$ cat src/rtl/bits_sched.sv
// bits_sched: source-word gate, head-of-line round-robin read arbiter and response router
// sitting in front of the `bits` unpacker.
//
// Ports:
//   clk, rst               clock (rising edge), synchronous active-low reset
//   src_valid/src_word     upstream 32-bit words; src_ready says the word is taken
//   pushin/datain          word write into `bits`
//   req_valid/req_len      per-requester read requests, 4-bit length slice per requester
//   req_ready              one-hot combinational grant
//   reqin/reqlen           read strobe and length into `bits`
//   pushout/lenout/dataout `bits` response, two cycles after reqin
//   rsp_valid/len/data     registered response routed to the granted requester
//   occupancy              unread bits held in `bits`
//   err_unexp              sticky flag: response arrived with no grant outstanding
module bits_sched #(
  parameter int unsigned NREQ      = 4,
  parameter int unsigned CAP_BITS  = 1024,
  parameter int unsigned TAG_DEPTH = 4
) (
  input  logic              clk,
  input  logic              rst,
  input  logic              src_valid,
  input  logic [31:0]       src_word,
  output logic              src_ready,
  output logic              pushin,
  output logic [31:0]       datain,
  input  logic [NREQ-1:0]   req_valid,
  input  logic [4*NREQ-1:0] req_len,
  output logic [NREQ-1:0]   req_ready,
  output logic              reqin,
  output logic [3:0]        reqlen,
  input  logic              pushout,
  input  logic [3:0]        lenout,
  input  logic [14:0]       dataout,
  output logic [NREQ-1:0]   rsp_valid,
  output logic [3:0]        rsp_len,
  output logic [14:0]       rsp_data,
  output logic [10:0]       occupancy,
  output logic              err_unexp
);

  localparam int unsigned IdxW = $clog2(NREQ);
  localparam int unsigned PtrW = (TAG_DEPTH > 1) ? $clog2(TAG_DEPTH) : 1;
  localparam int unsigned CntW = $clog2(TAG_DEPTH + 1);

  logic [10:0]      occ_q, occ_d;
  logic [11:0]      occ_plus_word;
  logic [IdxW-1:0]  rr_ptr_q, rr_ptr_d;
  logic [IdxW-1:0]  head_idx;
  logic             head_found;
  logic [3:0]       head_len;
  logic             grant;
  int unsigned      cand;

  logic [IdxW-1:0]  tag_mem [TAG_DEPTH];
  logic [PtrW-1:0]  wr_ptr_q, rd_ptr_q;
  logic [CntW-1:0]  tag_cnt_q, tag_cnt_d;
  logic             tag_empty;
  logic             tag_push, tag_pop;
  logic [IdxW-1:0]  rsp_tag;
  logic [14:0]      len_mask;

  logic [NREQ-1:0]  rsp_valid_q, rsp_valid_d;
  logic [3:0]       rsp_len_q;
  logic [14:0]      rsp_data_q;
  logic             err_q;

  function automatic logic [PtrW-1:0] ptr_inc(input logic [PtrW-1:0] p);
    return (p == PtrW'(TAG_DEPTH - 1)) ? '0 : p + 1'b1;
  endfunction

  // Space check uses only the registered occupancy; same-cycle reads are not credited.
  assign occ_plus_word = {1'b0, occ_q} + 12'd32;
  assign src_ready     = rst & (occ_plus_word <= 12'(CAP_BITS));
  assign pushin        = src_valid & src_ready;
  assign datain        = src_word;

  // Head = first valid requester at or after rr_ptr (wrapping).
  always_comb begin
    head_found = 1'b0;
    head_idx   = '0;
    head_len   = '0;
    cand       = 0;
    for (int unsigned i = 0; i < NREQ; i++) begin
      cand = (32'(rr_ptr_q) + i) % NREQ;
      if (!head_found && req_valid[cand]) begin
        head_found = 1'b1;
        head_idx   = IdxW'(cand);
        head_len   = req_len[4*cand +: 4];
      end
    end
  end

  // Only the head may be granted; a short request behind it waits so long reads cannot starve.
  assign grant     = rst & head_found & ({7'd0, head_len} <= occ_q);
  assign req_ready = grant ? ({{(NREQ-1){1'b0}}, 1'b1} << head_idx) : '0;
  assign reqin     = grant;
  assign reqlen    = grant ? head_len : 4'd0;

  always_comb begin
    occ_d = occ_q + (pushin ? 11'd32 : 11'd0) - (grant ? {7'd0, head_len} : 11'd0);
    rr_ptr_d = rr_ptr_q;
    if (grant) begin
      rr_ptr_d = (head_idx == IdxW'(NREQ - 1)) ? '0 : head_idx + 1'b1;
    end
  end

  // Tag FIFO: remembers which requester owns each in-flight `bits` read.
  assign tag_empty = (tag_cnt_q == '0);
  assign tag_push  = grant;
  assign tag_pop   = pushout & ~tag_empty;
  assign rsp_tag   = tag_mem[rd_ptr_q];

  always_comb begin
    tag_cnt_d = tag_cnt_q;
    if (tag_push && !tag_pop) begin
      tag_cnt_d = tag_cnt_q + 1'b1;
    end else if (!tag_push && tag_pop) begin
      tag_cnt_d = tag_cnt_q - 1'b1;
    end
  end

  always_ff @(posedge clk) begin
    if (tag_push) begin
      tag_mem[wr_ptr_q] <= head_idx;
    end
  end

  // lenout=0 shifts everything out, giving an all-zero mask.
  assign len_mask    = 15'h7FFF >> (4'd15 - lenout);
  assign rsp_valid_d = tag_pop ? ({{(NREQ-1){1'b0}}, 1'b1} << rsp_tag) : '0;

  always_ff @(posedge clk) begin
    if (!rst) begin
      occ_q       <= '0;
      rr_ptr_q    <= '0;
      wr_ptr_q    <= '0;
      rd_ptr_q    <= '0;
      tag_cnt_q   <= '0;
      rsp_valid_q <= '0;
      rsp_len_q   <= '0;
      rsp_data_q  <= '0;
      err_q       <= 1'b0;
    end else begin
      occ_q       <= occ_d;
      rr_ptr_q    <= rr_ptr_d;
      tag_cnt_q   <= tag_cnt_d;
      rsp_valid_q <= rsp_valid_d;
      if (tag_push) begin
        wr_ptr_q <= ptr_inc(wr_ptr_q);
      end
      if (tag_pop) begin
        rd_ptr_q   <= ptr_inc(rd_ptr_q);
        rsp_len_q  <= lenout;
        rsp_data_q <= dataout & len_mask;
      end
      if (pushout && tag_empty) begin
        err_q <= 1'b1;
      end
    end
  end

  assign occupancy = occ_q;
  assign rsp_valid = rsp_valid_q;
  assign rsp_len   = rsp_len_q;
  assign rsp_data  = rsp_data_q;
  assign err_unexp = err_q;

endmodule

$ cat config.mk
export PLATFORM = sky130hd
export DESIGN_NAME = bits_sched
export DESIGN_NICKNAME = d
export VERILOG_FILES = /design/src/rtl/bits_sched.sv
export SDC_FILE = /design/constraint.sdc
export NUM_CORES = 1
export LEC_CHECK = 0
export CORE_ASPECT_RATIO = 2
export CORE_MARGIN = 1
export CORE_UTILIZATION = 45
export DETAILED_ROUTE_END_ITERATION = 8
export PLACE_DENSITY = 0.79
export SYNTH_ARGS = -nofsm -noshare
export SYNTH_HDL_FRONTEND = slang
export SYNTH_SLANG_ARGS = --single-unit
export TNS_END_PERCENT = 10
$ cat constraint.sdc
create_clock -name clk -period 6.35 [get_ports clk]
set_input_delay 0.9525 -clock clk [delete_from_list [all_inputs] [get_ports clk]]
set_output_delay 0.9525 -clock clk [all_outputs]
set_load 0.01 [all_outputs]
==> impl_metrics.tcl <==
set metrics [dict create \
    status "finished, final reports clean" \
    synth-seq-cells 54 \
    fillers 781 \
    root_buffer "clkbuf_16" \
    cp_max_fo 15 \
    grt_first_pass_wirelength_um 15300 \
    fp.dieArea_sq_mm 0.00919 \
    synth_cells 446 \
    cp-start-kind "primary input" \
    yosysTopAreaCellShare_pct 23.3 \
    r2r_cells 20 \
    place_congestion 0.907 \
    end_kind "flop" \
    initialDrtViolationCount 136 \
    area_delta_synth_final_pct 21.8 \
    cts_resized 0 \
    syn_area_per_cell_sq_um 8.86 \
    ys_top_cells_by_count "dfxtp_1, nand2_1, ha_1" \
    grt_pass1_vias 3394 \
    hold_buffers 0 \
    min_to "rsp_data[13]" \
    hold_depth 2 \
    critPathKind "in -> reg" \
    synth_edf_count 8 \
    cts_tree "done" \
    io_buffers 88 \
    core_area_sq_mm 0.00859 \
    cp_cell_sequence "clkdlybuf4s50_1 > or3b_1 > a2111o_1 > nand3_2 > a221oi_2 > inv_1 > ha_1 > nor2b_1 > o211ai_1 > a221oi_4 > nor3_2 > nor2b_1 > ha_1 > inv_1 > ha_1 > fa_1 > a21o_1 > a21oi_1 > nor2b_1 > or4_1 > nand3_1" \
    crit_start "req_valid[0]" \
    slowest_delay_ns 0.77 \
    critPathSlowestCell "clkdlybuf4s50_1" \
    hpwl_um 7480 \
    worst_slew_pin_slew_ns 1.11 \
    setup_ws_ns 0.434 \
    synthesis.area_sq_mm 0.00395 \
    clock_skew_ns 0.00745 \
    cts_setup_buffers 0 \
    syn_nets 561 \
    yosysSeqAreaShare_pct 29.4 \
    cts_htree_levels 2 \
    clock-sinks 54 \
    cellPowerDensity_mw_per_mm2 441 \
    async_flop_share_pct 0 \
    hold_path_class "reg -> reg" \
    relSlewSlack_pct 26.1 \
    rows 48 \
    drtPass1Iterations 4 \
    synth_most_common_cell "dfxtp_1" \
    antenna_found_initial 0 \
    yosys.area.top_type "dfxtp_1" \
    clock_path_buffers 2 \
    reg2reg_to "occupancy[7]" \
    grt-ovfl-total 0 \
    start_util_pct 46.0 \
    worst_skew_pair.late_latency_ns 0.29 \
    drt_wl_total_um 9670 \
    via_per_inst 5.74 \
    num_vias 3393 \
    finalSetupTns_ns 0 \
    arrival_ns 6.16 \
    die_x_um 68.3 \
    crit_required_ns 6.59 \
    track_usage_pct 22.0 \
    wire_per_inst_um 16.4 \
    timing.final.crit_share_pct 93.2 \
    post-place-ws_ns 0.182 \
    worstReg2RegStart "rr_ptr_q[1]" \
    die_h_um 135 \
    p_leak_nw 1.87 \
    synth.area.top_cells "dfxtp_1, ha_1, buf_4, edfxtp_1, a21oi_1" \
    clkSlewWorstSetupHoldPaths_ns 0.07 \
    io_pins 153 \
    synth_cell_types 66 \
    max_freq_ghz 0.169 \
    r2r_slack_ns 0.65 \
    nets 605 \
    ant_nets 0 \
    synth_ff_type "dfxtp_1" \
    hold_viol_final 0 \
    yosysWarnings 0 \
    worst_ir_drop_vdd_uv 210 \
    num_antenna_cells 0 \
    min_period_ns 5.92 \
    cts_buffers 5 \
    grt_setup_unrepaired "no" \
    grt_max_degree 37 \
    drc_errors 0 \
    drv_slew 0 \
    drive_gt1_share_pct 7.33 \
    setup_viol_count_final 0 \
    hp-start "rsp_data[13]" \
    maxCapViolations 0 \
]
## state kept, by name (all words and copies together) (netlist names), named ones only
register	count
occupancy	11
tag_cnt_q	3
wr_ptr_q	2
rr_ptr_q	2
rd_ptr_q	2
rsp_len	4
err_unexp	1
rsp_data	15
rsp_valid	4
tag_mem	8
## cell usage in the layout, fill, tap and decap left out, drive strengths merged, types with 4 or more instances in the layout
cell           netlist  layout
nor3                 8       8
clkbuf              11       6
a21oi               36      36
nand2b               7       7
edfxtp               8       8
buf                 45       5
nor2                14      14
nand3                9       9
o21ai               14      14
nand2               43      43
mux4                 6       6
xnor2                6       6
mux2                 4       4
a221oi               5       5
nor2b                9       9
dfxtp               46      46
inv                 28      28
mux2i               17      17
or4                  5       5
ha                  38      38
a21o                 4       4
o211ai               9       9
clkdlybuf4s50        0      88
nor4                 4       4
a31oi                5       5
and2                13      13
nand4                7       7
## area by class of cell
type	count	area, sq um	area share [%]
Tap cell	100	125	2.60
Clock inverter	2	17.5	0.364
Sequential cell	54	1160	24.1
Multi-Input combinational cell	308	2350	48.8
Timing Repair Buffer	93	918	19.1
Clock buffer	6	139	2.88
Inverter	28	105	2.18
## metrics by stage
stage	total power, mW	instance area [sq um]	cells	hold WS [ns]	utilization [%]
final	2.12	4820	591	0.449	56.1
after global routing	2.29	4820	591	0.464	56.1
after CTS	2.11	4800	591	0.453	55.9
after detailed placement	1.82	4640	583	0.443	54.1
after global placement	1.77	4640	583	0.440	54.1
after floorplan	1.45	3950	446	0.454	-
## how the worst max path moves through the flow
stage / to / cells past startpoint
after global routing: occupancy[7] / 21
after floorplan: occupancy[7] / 20
final: occupancy[7] / 21
after global placement: occupancy[7] / 19
after CTS: occupancy[7] / 20
after detailed placement: occupancy[7] / 20
## power breakdown
| group | switching [mW] | internal (mW) |
|---|---|---|
| registers | 0.121 | 0.446 |
| logic | 0.664 | 0.612 |
| clock network | 0.121 | 0.158 |
## critical path: cells and delay by family
kind / cells / cell delay [ns]
compound gates: 6 / 1.30
simple gates: 8 / 1.98
buf+inv: 3 / 0.89
fa+ha+maj: 4 / 1.03
## kinds of logic after synthesis
family          Yosys count  share of synthesized area [%]
compound gates           93                           15.7
flops                    54                           29.4
xor+xnor                  9                           1.99
simple gates            139                           19.4
fa+ha+maj                40                           13.0
buf+inv                  84                           11.6
mux                      27                           8.86
## layer usage
| metal | up-vias | share of wire [%] | wire (um) | global-route usage (%) |
|---|---|---|---|---|
| met2 | 126 | 58 | 5580 | 43.3 |
| met4 | 0 | 4.1 | 395 | 12.6 |
| met5 | - | 0 | 0 | 0 |
| li1 | 1645 | - | - | - |
| met1 | 1588 | 34 | 3260 | 19.7 |
| met3 | 34 | 4.5 | 434 | 2.45 |
Note: power is estimated with default switching activity, not from simulation.
